`src/rtl/coin_collector.sv`:
```
// Coin acceptor front end for a vending transaction: gathers credit, launches a
// purchase, waits for the downstream result and issues a single refund pulse.
module coin_collector #(
    parameter int TIMEOUT_CYCLES = 200
) (
    input  logic       clk,
    input  logic       rst_n,
    input  logic       coin_valid,
    input  logic [1:0] coin_value,
    input  logic       select_valid,
    input  logic [3:0] select_qty,
    input  logic       cancel,
    input  logic       txn_done,
    input  logic [3:0] remaining_in,
    output logic [3:0] costumer_money,
    output logic [3:0] quantitiy,
    output logic       start,
    output logic       coin_reject,
    output logic       refund_valid,
    output logic [3:0] refund_amount,
    output logic       timeout,
    output logic       busy
);

    localparam int DATA_W  = 4;
    localparam int TIMER_W = $clog2(TIMEOUT_CYCLES + 1);
    localparam logic [TIMER_W-1:0] TIMER_LAST = TIMER_W'(TIMEOUT_CYCLES - 1);

    typedef enum logic [2:0] {
        IDLE,
        COLLECT,
        ISSUE,
        WAIT_RESULT,
        REFUND
    } state_t;

    state_t              state, state_nx;
    logic [DATA_W-1:0]   credit, credit_nx;
    logic [DATA_W-1:0]   qty, qty_nx;
    logic [DATA_W-1:0]   refund_amt, refund_amt_nx;
    logic [TIMER_W-1:0]  timer, timer_nx;
    logic                coin_reject_nx;
    logic                timeout_nx;
    logic                coin_ok;
    logic [DATA_W-1:0]   coin_amt;
    logic [DATA_W:0]     credit_sum;

    function automatic logic [DATA_W-1:0] coin_worth(input logic [1:0] code);
        case (code)
            2'b00:   return DATA_W'(1);
            2'b01:   return DATA_W'(2);
            2'b10:   return DATA_W'(5);
            default: return '0;
        endcase
    endfunction

    // Five-bit sum so an overflowing coin is detected instead of wrapping.
    function automatic logic [DATA_W:0] add_credit(input logic [DATA_W-1:0] a,
                                                   input logic [DATA_W-1:0] b);
        return {1'b0, a} + {1'b0, b};
    endfunction

    assign coin_ok    = coin_valid && (coin_value != 2'b11);
    assign coin_amt   = coin_worth(coin_value);
    assign credit_sum = add_credit(credit, coin_amt);

    always_comb begin
        state_nx       = state;
        credit_nx      = credit;
        qty_nx         = qty;
        refund_amt_nx  = refund_amt;
        timer_nx       = timer;
        timeout_nx     = 1'b0;
        coin_reject_nx = coin_valid && (coin_value == 2'b11);

        case (state)
            IDLE: begin
                if (coin_ok) begin
                    credit_nx = coin_amt;
                    timer_nx  = '0;
                    state_nx  = COLLECT;
                end
            end

            // A coin arriving in a cycle taken by a higher-priority event is returned.
            COLLECT: begin
                if (cancel) begin
                    refund_amt_nx  = credit;
                    state_nx       = REFUND;
                    coin_reject_nx = coin_valid;
                end else if (timer == TIMER_LAST) begin
                    timeout_nx     = 1'b1;
                    refund_amt_nx  = credit;
                    state_nx       = REFUND;
                    coin_reject_nx = coin_valid;
                end else if (select_valid && (select_qty != '0)) begin
                    qty_nx         = select_qty;
                    state_nx       = ISSUE;
                    coin_reject_nx = coin_valid;
                end else if (coin_ok && (credit_sum <= (DATA_W+1)'(15))) begin
                    credit_nx = credit_sum[DATA_W-1:0];
                    timer_nx  = '0;
                end else begin
                    coin_reject_nx = coin_valid;
                    timer_nx       = timer + TIMER_W'(1);
                end
            end

            ISSUE: begin
                coin_reject_nx = coin_valid;
                state_nx       = WAIT_RESULT;
            end

            WAIT_RESULT: begin
                coin_reject_nx = coin_valid;
                if (txn_done) begin
                    refund_amt_nx = remaining_in;
                    state_nx      = REFUND;
                end
            end

            REFUND: begin
                coin_reject_nx = coin_valid;
                credit_nx      = '0;
                qty_nx         = '0;
                refund_amt_nx  = '0;
                timer_nx       = '0;
                state_nx       = IDLE;
            end

            default: begin
                state_nx = IDLE;
            end
        endcase
    end

    always_ff @(posedge clk or negedge rst_n) begin
        if (!rst_n) begin
            state       <= IDLE;
            credit      <= '0;
            qty         <= '0;
            refund_amt  <= '0;
            timer       <= '0;
            coin_reject <= 1'b0;
            timeout     <= 1'b0;
        end else begin
            state       <= state_nx;
            credit      <= credit_nx;
            qty         <= qty_nx;
            refund_amt  <= refund_amt_nx;
            timer       <= timer_nx;
            coin_reject <= coin_reject_nx;
            timeout     <= timeout_nx;
        end
    end

    // Outputs decoded from registered state so reset clears them without a clock.
    assign costumer_money = credit;
    assign quantitiy      = qty;
    assign start          = (state == ISSUE);
    assign busy           = (state != IDLE);
    assign refund_valid   = (state == REFUND) && (refund_amt != '0);
    assign refund_amount  = refund_valid ? refund_amt : '0;

endmodule
```
`config.mk`:
```
export PLATFORM = sky130hd
export DESIGN_NAME = coin_collector
export DESIGN_NICKNAME = d
export VERILOG_FILES = /design/src/rtl/coin_collector.sv
export SDC_FILE = /design/constraint.sdc
export NUM_CORES = 1
export LEC_CHECK = 0
export ABC_CLOCK_PERIOD_IN_PS = 2350
export BUFFER_PORTS_ARGS = -buffer_cell sky130_fd_sc_hd__buf_2
export CAP_MARGIN = 20
export CORE_UTILIZATION = 54
export CTS_CLUSTER_DIAMETER = 60
export DETAILED_ROUTE_END_ITERATION = 8
export GPL_ROUTABILITY_DRIVEN = 0
export HOLD_SLACK_MARGIN = 0.03
export MAX_ROUTING_LAYER = met4
export PLACE_DENSITY = 0.85
export SYNTH_ARGS = -nofsm -noshare
export SYNTH_HDL_FRONTEND = slang
export SYNTH_SLANG_ARGS = --single-unit
```
`constraint.sdc`:
```
create_clock -name clk -period 2.35 [get_ports clk]
set_input_delay 0.235 -clock clk [delete_from_list [all_inputs] [get_ports clk]]
set_output_delay 0.235 -clock clk [all_outputs]
set_load 0.03 [all_outputs]
```
==> metrics.csv, run 1 <==
metric,value,unit
Worst Setup End Kind,flop,
PortBufs,32,
Layout area overhead,16.4,%
TritonRoute pass-1 iters,5,
Die ar.,3090,um^2
sequential-to-total area share from yosys stat,0.403,
vias in the first global route,1404,
endpoints failing setup,0,
RSZ-0062 raised after global routing,no,
initial antenna violation count,0,
unique cell type count in the Yosys netlist,44,
crit-path max FO,4,
postcts setup bufs,0,
Sink Count,25,
GRT Overall Usage,0.261,
final hold viol count,0,
vias per cell,6.28,
DRC,0,
period utilization,0.956,
Setup Skew,6.78,ps
"FFs w/ async S/R, synth",1.00,
grt ovf,0,
Mapped Cells,166,
reg2reg path depth,8,
fmax,445,MHz
Hold Path Class,input port to flop,
Starting Density,0.568,
layout cells sized above 1,0.284,
"Top FF cell, synth",dfrtp_1,
syn nets,187,
"FF+latch count, synth",25,
VDD IR max,0.000723,V
CP Launch Type,flop,
Avg WL per Cell,15.7,um
final WL,3640,um
CTS tree,yes,
YS warnings,0,
clock slew at reported path FFs,140,ps
TNS Setup,0,ps
Slew HR,0.628,
Hold Path Stages,2,
CTS Buffer Depth,2,
site row count,19,
Leak Pwr,0.882,nW
WP data required,2580,ps
worst-margin pin slew,558,ps
vias,1457,
minimum clock period,2250,ps
outcome,"finished, final reports clean",
Core Footprint,2730,um^2
CTS H-tree lvls,1,
Die X,55.6,um
drt initial violations,69,
pwr/cell area,1180,nW/um^2
Post-synth EDFFs,0,
Post-DRT Antenna Nets,0,
# IOs,33,
Setup CP Type,flop to flop,
Layout Utilization,0.661,
mapped cell area,1550,um^2
cts bufs inserted,3,
root buffer cell,clkbuf_4,
"Data arrival, critical path",2480,ps
largest net degree at the start of global routing,26,
"commonest cells after routing, fill and taps aside","32 x buf_2, 25 x dfrtp_1, 15 x nand2_1, 13 x o21ai_0, 10 x inv_1",
number of max-cap violations,0,
Die H,55.6,um
later-pin clock latency in the skew report,320,ps
Slew Limit Fails,0,
ant diodes,0,
Final nets,223,
global-route wire length before repair,6200,um
DPL Wire Length,2750,um
"Avg Cell Area, Syn",9.35,um^2
filler cell count,238,
"commonest non-fill, non-tap cell in the layout",buf_2,
-- metrics by stage --
step           hold slack (ps)  total power (W)  std cells  area, um^2  setup WS [ps]
6_report                  85.3          0.00213        232        1810            103
4_1_cts                   74.8          0.00211        232        1800           57.0
3_3_place_gp               245          0.00186        227        1760            190
5_1_grt                   84.7          0.00227        232        1810           15.5
3_5_place_dp               253          0.00192        227        1760           51.6
2_1_floorplan            -60.6          0.00158        166        1550           48.1
-- logic make-up (layout without fill, tap and decap cells) --
family | after synthesis | after routing | synth area share
AND/OR/NAND/NOR | 61 | 61 | 0.210
AO/OA/AOI/OAI | 51 | 51 | 0.243
flip-flops | 25 | 25 | 0.403
buffers and inverters | 17 | 52 | 0.0435
multiplexers | 7 | 7 | 0.0548
adder cells (fa/ha/maj) | 5 | 5 | 0.0451
-- worst paths after layout --
kind                                    from           endpoint  slack (ps)
setup / recovery           costumer_money[0]  costumer_money[3]         100
hold / removal                        cancel            timeout          90
setup reg to reg           costumer_money[0]  costumer_money[3]         100
hold reg to reg                 quantitiy[0]       quantitiy[0]         490
max in group asynchronous              rst_n       quantitiy[2]        1560
min in group asynchronous              rst_n      refund_amt[0]         410
-- metal layers --
metal	GRT usage	vias up	wire length, um
li1	-	685	-
met1	0.340	700	1520
met2	0.427	65	1840
met3	0.0326	7	239
met4	0.0857	0	37
met5	-	-	0
-- sequential cells by signal, summed over array words and instances (netlist names) --
| register | flops |
|---|---|
| coin_reject | 1 |
| timer | 8 |
| timeout | 1 |
| state | 3 |
| costumer_money | 4 |
| refund_amt | 4 |
| quantitiy | 4 |
-- critical path: stages, from the launching register on --
cell	delay (ps)
dfrtp_1	450
ha_2	220
inv_1	70
fa_2	200
nor2b_2	50
o31a_1	250
or4_1	510
o21a_1	200
o21a_1	180
-- cells in the mapped netlist (all sizes together) (2+ instances only) --
| master | n | area (um^2) |
|---|---|---|
| a211oi | 3 | 22.5 |
| ha | 4 | 50.1 |
| nor3 | 4 | 20.0 |
| mux2 | 6 | 75.1 |
| or4 | 3 | 26.3 |
| dfrtp | 25 | 626 |
| a22o | 4 | 35.0 |
| a21boi | 2 | 22.5 |
| and3 | 7 | 43.8 |
| nor2b | 4 | 25.0 |
| buf | 3 | 15.0 |
| o21ai | 14 | 73.8 |
| inv | 10 | 37.5 |
| nand2 | 15 | 56.3 |
| nand2b | 3 | 18.8 |
| o31ai | 2 | 15.0 |
| o22ai | 7 | 43.8 |
| o41a | 2 | 22.5 |
| nand4 | 4 | 25.0 |
| a21oi | 6 | 37.5 |
| o21a | 4 | 30.0 |
| nand3 | 6 | 30.0 |
| clkbuf | 4 | 15.0 |
| nor2 | 8 | 30.0 |
-- cell type report --
type / count / area (um^2) / share of cell area
Multi-Input combinational cell: 124 / 872 / 0.482
Sequential cell: 25 / 626 / 0.346
Timing Repair Buffer: 38 / 208 / 0.115
Tap cell: 31 / 38.8 / 0.0215
Inverter: 10 / 37.5 / 0.0208
Clock buffer: 4 / 26.3 / 0.0145
-- where the power goes --
| part | internal [W] | switching (W) | total (W) |
|---|---|---|---|
| Clock | 0.0000665 | 0.000128 | 0.000195 |
| Sequential | 0.000560 | 0.000134 | 0.000694 |
| Combinational | 0.000495 | 0.000748 | 0.00124 |
-- timing repair --
item / in CTS / in global routing
resized for setup: 0 / 4
hold buffers: 1 / 0
setup endpoints to repair: 0 / 8
endpoints found under the hold margin: 25 / 0
No activity file was read; power rests on OpenSTA's default activity.
==> inputs of run 2 (changes only) <==
--- a/config.mk
+++ b/config.mk
@@ -13,8 +13,8 @@
 export DETAILED_ROUTE_END_ITERATION = 8
 export GPL_ROUTABILITY_DRIVEN = 0
 export HOLD_SLACK_MARGIN = 0.03
-export MAX_ROUTING_LAYER = met4
 export PLACE_DENSITY = 0.85
+export SKIP_CTS_REPAIR_TIMING = 1
 export SYNTH_ARGS = -nofsm -noshare
 export SYNTH_HDL_FRONTEND = slang
 export SYNTH_SLANG_ARGS = --single-unit
==> run 2 against run 1 <==
  * First-iteration DRC count shrank 13%
  * Largest power group unchanged
  * Worst hold slack got worse by 3.5 ps
  * Fmax is 0.33% higher
  * Setup slack better by 7.4 ps
  * Critical path depth did not move
  * Sequential share of layout area unchanged
  * Final area unchanged
  * Clock-buffer cell count unchanged
  * Sequential power barely moved
==> metrics.csv, run 2 (same netlist as run 1, synthesis figures left out) <==
metric,value,unit,change
met2 routed WL,1850,um,was 1840 um
Die ar.,3090,um^2,unchanged
Crit Reg-Reg Endpoint,costumer_money[3],,unchanged
layout cells sized above 1,0.284,,unchanged
reg2reg path depth,8,,unchanged
register-to-register setup slack,110,ps,was 100 ps
Die X,55.6,um,unchanged
endpoints failing setup,0,,unchanged
clock slew at reported path FFs,130,ps,was 140 ps
"Data arrival, critical path",2460,ps,was 2480 ps
Die H,55.6,um,unchanged
Hold Path Class,input port to flop,,unchanged
drt initial violations,60,,was 69
Met1 Wirelength,1520,um,about the same
grt ovf,0,,unchanged
CP Launch Type,flop,,unchanged
pwr/cell area,1180,nW/um^2,about the same
vias,1466,,was 1457
Leak Pwr,0.882,nW,unchanged
Layout area overhead,16.4,%,unchanged
Sw Share,0.473,,was 0.474
Placed Cells,227,,unchanged
WP data required,2570,ps,was 2580 ps
ant diodes,0,,unchanged
WHS,81.8,ps,was 85.3 ps
final hold viol count,0,,unchanged
number of max-cap violations,0,,unchanged
Worst Setup End Kind,flop,,unchanged
# IOs,33,,unchanged
max FFs per register,8,,unchanged
worst-margin pin slew,560,ps,was 558 ps
RSZ-0062 raised after global routing,no,,unchanged
Setup Skew,4.72,ps,was 6.78 ps
Internal Dissipation,0.00112,W,about the same
TritonRoute pass-1 iters,4,,was 5
Slew Limit Fails,0,,unchanged
DRC,0,,unchanged
CP Launch Point,costumer_money[0],,unchanged
Critical-path top delay cell,or4_1,,unchanged
initial antenna violation count,0,,unchanged
cts bufs inserted,3,,unchanged
Clock power frac,0.091,,about the same
CTS tree,yes,,unchanged
Setup CP Type,flop to flop,,unchanged
R2R Path Start,costumer_money[0],,unchanged
vias per cell,6.32,,was 6.28
"non-filler cells, final",232,,unchanged
crit-path max FO,4,,unchanged
DPL Wire Length,2750,um,unchanged
Slew HR,0.627,,was 0.628
Avg WL per Cell,15.6,um,was 15.7 um
Biggest register,timer,,unchanged
CTS H-tree lvls,1,,unchanged
PortBufs,32,,unchanged
Final nets,223,,unchanged
hold path startpoint,cancel,,unchanged
filler cell count,238,,unchanged
Flop pwr share,0.326,,about the same
GRT Overall Usage,0.252,,was 0.261
Max stage delay on crit path,500,ps,was 510 ps
crit path cell chain,ha_2 > inv_1 > fa_2 > nor2b_2 > o31a_1 > or4_1 > o21a_1 > o21a_1,,unchanged
site row count,19,,unchanged
outcome,"finished, final reports clean",,unchanged
VDD IR max,0.000717,V,was 0.000723 V
wire length on met3,221,um,was 239 um
cell mode on critical path,o21a_1,,unchanged
"commonest non-fill, non-tap cell in the layout",buf_2,,unchanged
"commonest cells after routing, fill and taps aside","32 x buf_2, 25 x dfrtp_1, 15 x nand2_1, 13 x o21ai_0, 10 x inv_1",,unchanged
Post-DRT Antenna Nets,0,,unchanged
Sink Count,25,,unchanged
DR top layer,met4,,unchanged
TNS Setup,0,ps,unchanged
CTS Buffer Depth,2,,unchanged
minimum clock period,2240,ps,was 2250 ps
final WL,3610,um,was 3640 um
period utilization,0.953,,was 0.956
hold worst-path end,timeout,,unchanged
global-route wire length before repair,6170,um,was 6200 um
largest net degree at the start of global routing,26,,unchanged
Hold Path Stages,2,,unchanged
fmax,447,MHz,was 445 MHz
Core Footprint,2730,um^2,unchanged
root buffer cell,clkbuf_4,,unchanged
CP bufs+invs,1,,unchanged
kind of cell adding the most delay to the critical path,compound AO/OA/AOI/OAI gates,,unchanged
power share of the combinational group,0.584,,was 0.583
vias in the first global route,1410,,was 1404
Starting Density,0.568,,unchanged
later-pin clock latency in the skew report,320,ps,about the same
Psw,0.00101,W,about the same
==> run 2: cell counts in the layout (fill, tap and decap cells not counted) <==
No cell type changed its count.
==> run 2: worst register-to-register path: stages, from the launching register on <==
cell	delay, ps
dfrtp_1	450
ha_2	220
inv_1	70
fa_2	200
nor2b_2	50
o31a_1	250
or4_1	500
o21a_1	200
o21a_1	190
==> run 2: how the worst max path moves through the flow <==
stage,endpoint,slack [ps],depth (start not counted)
finish,costumer_money[3],110,8
global placement,timer[4],190,10
CTS,timer[3],60,8
floorplan,timer[4],50,8
global route,costumer_money[3],20,8
detailed placement,timer[4],50,10
==> run 2: layer usage <==
metal | global-route usage | vias to the layer above
met3 | 0.0326 | 8
li1 | - | 688
met4 | 0.0857 | 0
met1 | 0.328 | 706
met2 | 0.434 | 64
met5 | 0 | -
==> run 2: area by class of cell <==
cell class                 instances  area [um^2]  share of cell area
multi-input combinational        124          872               0.482
sequential                        25          626               0.346
timing repair buffer              38          208               0.115
tap                               31         38.8              0.0215
inverter                          10         37.5              0.0208
clock buffer                       4         26.3              0.0145
==> run 2: metrics by stage <==
stage,power [W],utilization,area (um^2),setup slack [ps]
after floorplan,0.00158,-,1550,48.1
after global placement,0.00186,0.643,1760,190
after detailed placement,0.00192,0.643,1760,51.6
after CTS,0.00211,0.653,1790,57.0
after global routing,0.00227,0.661,1810,15.5
final,0.00213,0.661,1810,111
==> run 2: power groups by stage <==
stage	Sequential, W	Clock (W)	Combinational (W)
2_1_floorplan	0.000795	0	0.000780
3_3_place_gp	0.000687	0	0.00118
3_5_place_dp	0.000700	0	0.00122
4_1_cts	0.000691	0.000196	0.00123
5_1_grt	0.000715	0.000212	0.00134
6_report	0.000694	0.000193	0.00124
==> inputs of run 3 (changes only) <==
--- a/config.mk
+++ b/config.mk
@@ -6,7 +6,7 @@
 export NUM_CORES = 1
 export LEC_CHECK = 0
 export ABC_CLOCK_PERIOD_IN_PS = 2350
-export BUFFER_PORTS_ARGS = -buffer_cell sky130_fd_sc_hd__buf_2
+export BUFFER_PORTS_ARGS = -buffer_cell sky130_fd_sc_hd__clkbuf_2
 export CAP_MARGIN = 20
 export CORE_UTILIZATION = 54
 export CTS_CLUSTER_DIAMETER = 60
==> run 3 against run 2 <==
  * Clock power grew 8%
  * Register-to-register slack is essentially flat
  * Power grew 1.7%
  * Clock skew grew 7.3 ps
  * Sequential share of layout area shrank 0.31 points
  * Cell count grew 0.86%
  * Die area is the same
  * Fmax shrank 0.21%
  * Global-route usage grew 1.2 points
  * Setup slack lost 4.6 ps
  * Final area grew 0.90%
  * Flip-flop and latch count is the same
==> metrics.csv, run 3 (same netlist as run 1, synthesis figures left out) <==
metric,value,unit,change
Max stage delay on crit path,500,ps,about the same
Sw Share,0.475,,was 0.473
worst-margin pin slew,624,ps,was 560 ps
max FFs per register,8,,unchanged
Setup WS post-layout,106,ps,was 111 ps
DP Worst Slack,96.2,ps,was 51.6 ps
CTS H-tree lvls,1,,unchanged
WP data required,2590,ps,was 2570 ps
later-pin clock latency in the skew report,340,ps,was 320 ps
global-route wire length before repair,6490,um,was 6170 um
Die ar.,3090,um^2,unchanged
Psw,0.00103,W,was 0.00101 W
Die X,55.6,um,unchanged
design area,1820,um^2,was 1810 um^2
Slew HR,0.584,,was 0.627
vias in the first global route,1475,,was 1410
power share of the combinational group,0.593,,was 0.584
root buffer cell,clkbuf_4,,unchanged
Slew Limit Fails,0,,unchanged
Post-DRT Antenna Nets,0,,unchanged
Biggest register,timer,,unchanged
Hold Path Stages,2,,unchanged
period utilization,0.955,,was 0.953
clock slew at reported path FFs,150,ps,was 130 ps
Starting Density,0.568,,unchanged
hold path startpoint,cancel,,unchanged
Layout area overhead,17.5,%,was 16.4%
PortBufs,32,,unchanged
vias,1445,,was 1466
register-to-register setup slack,110,ps,about the same
RSZ-0062 raised after global routing,no,,unchanged
Clock power frac,0.097,,was 0.091
CTS Buffer Depth,2,,unchanged
Worst Setup End Kind,flop,,unchanged
Setup CP Type,flop to flop,,unchanged
final WL,3700,um,was 3610 um
Avg WL per Cell,15.8,um,was 15.6 um
Flop pwr share,0.310,,was 0.326
cts bufs inserted,3,,unchanged
CP Launch Type,flop,,unchanged
number of max-cap violations,0,,unchanged
vias per cell,6.18,,was 6.32
FF+latch area,626,um^2,unchanged
ant diodes,0,,unchanged
grt ovf,0,,unchanged
DPL Wire Length,2750,um,about the same
pwr/cell area,1190,nW/um^2,was 1180 nW/um^2
TNS Setup,0,ps,unchanged
hold worst-path end,timeout,,unchanged
GRT Overall Usage,0.264,,was 0.252
"commonest non-fill, non-tap cell in the layout",clkbuf_2,,was buf_2
TritonRoute pass-1 iters,4,,unchanged
Sink Count,25,,unchanged
"commonest cells after routing, fill and taps aside","32 x clkbuf_2, 25 x dfrtp_1, 15 x nand2_1, 13 x o21ai_0, 10 x inv_1",,"was 32 x buf_2, 25 x dfrtp_1, 15 x nand2_1, 13 x o21ai_0, 10 x inv_1"
CTS tree,yes,,unchanged
crit path cell chain,ha_1 > inv_1 > fa_2 > nor2b_2 > o31a_1 > or4_1 > o21a_1 > o21a_1,,was ha_2 > inv_1 > fa_2 > nor2b_2 > o31a_1 > or4_1 > o21a_1 > o21a_1
Final nets,225,,was 223
final hold viol count,0,,unchanged
layout cells sized above 1,0.291,,was 0.284
site row count,19,,unchanged
VDD IR max,0.000826,V,was 0.000717 V
filler cell count,224,,was 238
Setup Skew,12.1,ps,was 4.72 ps
Critical-path top delay cell,or4_1,,unchanged
R2R Path Start,costumer_money[0],,unchanged
outcome,"finished, final reports clean",,unchanged
area post-placement,1770,um^2,was 1760 um^2
reg2reg path depth,8,,unchanged
DRC,0,,unchanged
Die H,55.6,um,unchanged
CP bufs+invs,1,,unchanged
drt initial violations,57,,was 60
fmax,446,MHz,was 447 MHz
Hold Path Class,input port to flop,,unchanged
# IOs,33,,unchanged
crit-path max FO,3,,was 4
"Data arrival, critical path",2480,ps,was 2460 ps
Internal Dissipation,0.00114,W,was 0.00112 W
Crit Reg-Reg Endpoint,costumer_money[3],,unchanged
cell mode on critical path,o21a_1,,unchanged
Leak Pwr,0.888,nW,was 0.882 nW
initial antenna violation count,0,,unchanged
largest net degree at the start of global routing,26,,unchanged
endpoints failing setup,0,,unchanged
kind of cell adding the most delay to the critical path,compound AO/OA/AOI/OAI gates,,unchanged
Levels on crit path,8,,unchanged
minimum clock period,2240,ps,about the same
Multi-input gate area,870,um^2,was 872 um^2
Core Footprint,2730,um^2,unchanged
-- run 3: worst max path at each step --
stage,startpoint,to
floorplan,costumer_money[0],timer[4]
global placement,coin_value[0],timer[3]
detailed placement,coin_value[0],timer[4]
CTS,costumer_money[0],timer[3]
global route,costumer_money[0],costumer_money[3]
finish,costumer_money[0],costumer_money[3]
-- run 3: layout make-up --
cell class | instances | share of cell area
Clock buffer | 3 | 0.0123
Clock inverter | 1 | 0.00412
Inverter | 10 | 0.0206
Multi-Input combinational cell | 124 | 0.477
Sequential cell | 25 | 0.343
Tap cell | 31 | 0.0213
Timing Repair Buffer | 40 | 0.122
-- run 3: routing by layer --
metal  GRT usage  share of wire  wire, um
met1       0.330           0.43      1610
met2       0.446           0.51      1890
met3      0.0605          0.037       137
met4       0.100          0.018        67
met5           0              0         0
-- run 3: stage by stage --
| step | cells | util | total power (W) | hold slack (ps) |
|---|---|---|---|---|
| 2_1_floorplan | 166 | - | 0.00158 | -60.6 |
| 3_3_place_gp | 228 | 0.646 | 0.00188 | 266 |
| 3_5_place_dp | 228 | 0.646 | 0.00194 | 279 |
| 4_1_cts | 232 | 0.657 | 0.00215 | -108 |
| 5_1_grt | 234 | 0.667 | 0.00234 | 63.3 |
| 6_report | 234 | 0.667 | 0.00217 | 58.2 |
-- run 3: power by group through the flow --
stage / clock [W] / sequential (W) / combinational, W
after floorplan: 0 / 0.000795 / 0.000780
after global placement: 0 / 0.000671 / 0.00121
after detailed placement: 0 / 0.000686 / 0.00125
after CTS: 0.000215 / 0.000675 / 0.00126
after global routing: 0.000227 / 0.000692 / 0.00142
final: 0.000209 / 0.000672 / 0.00128
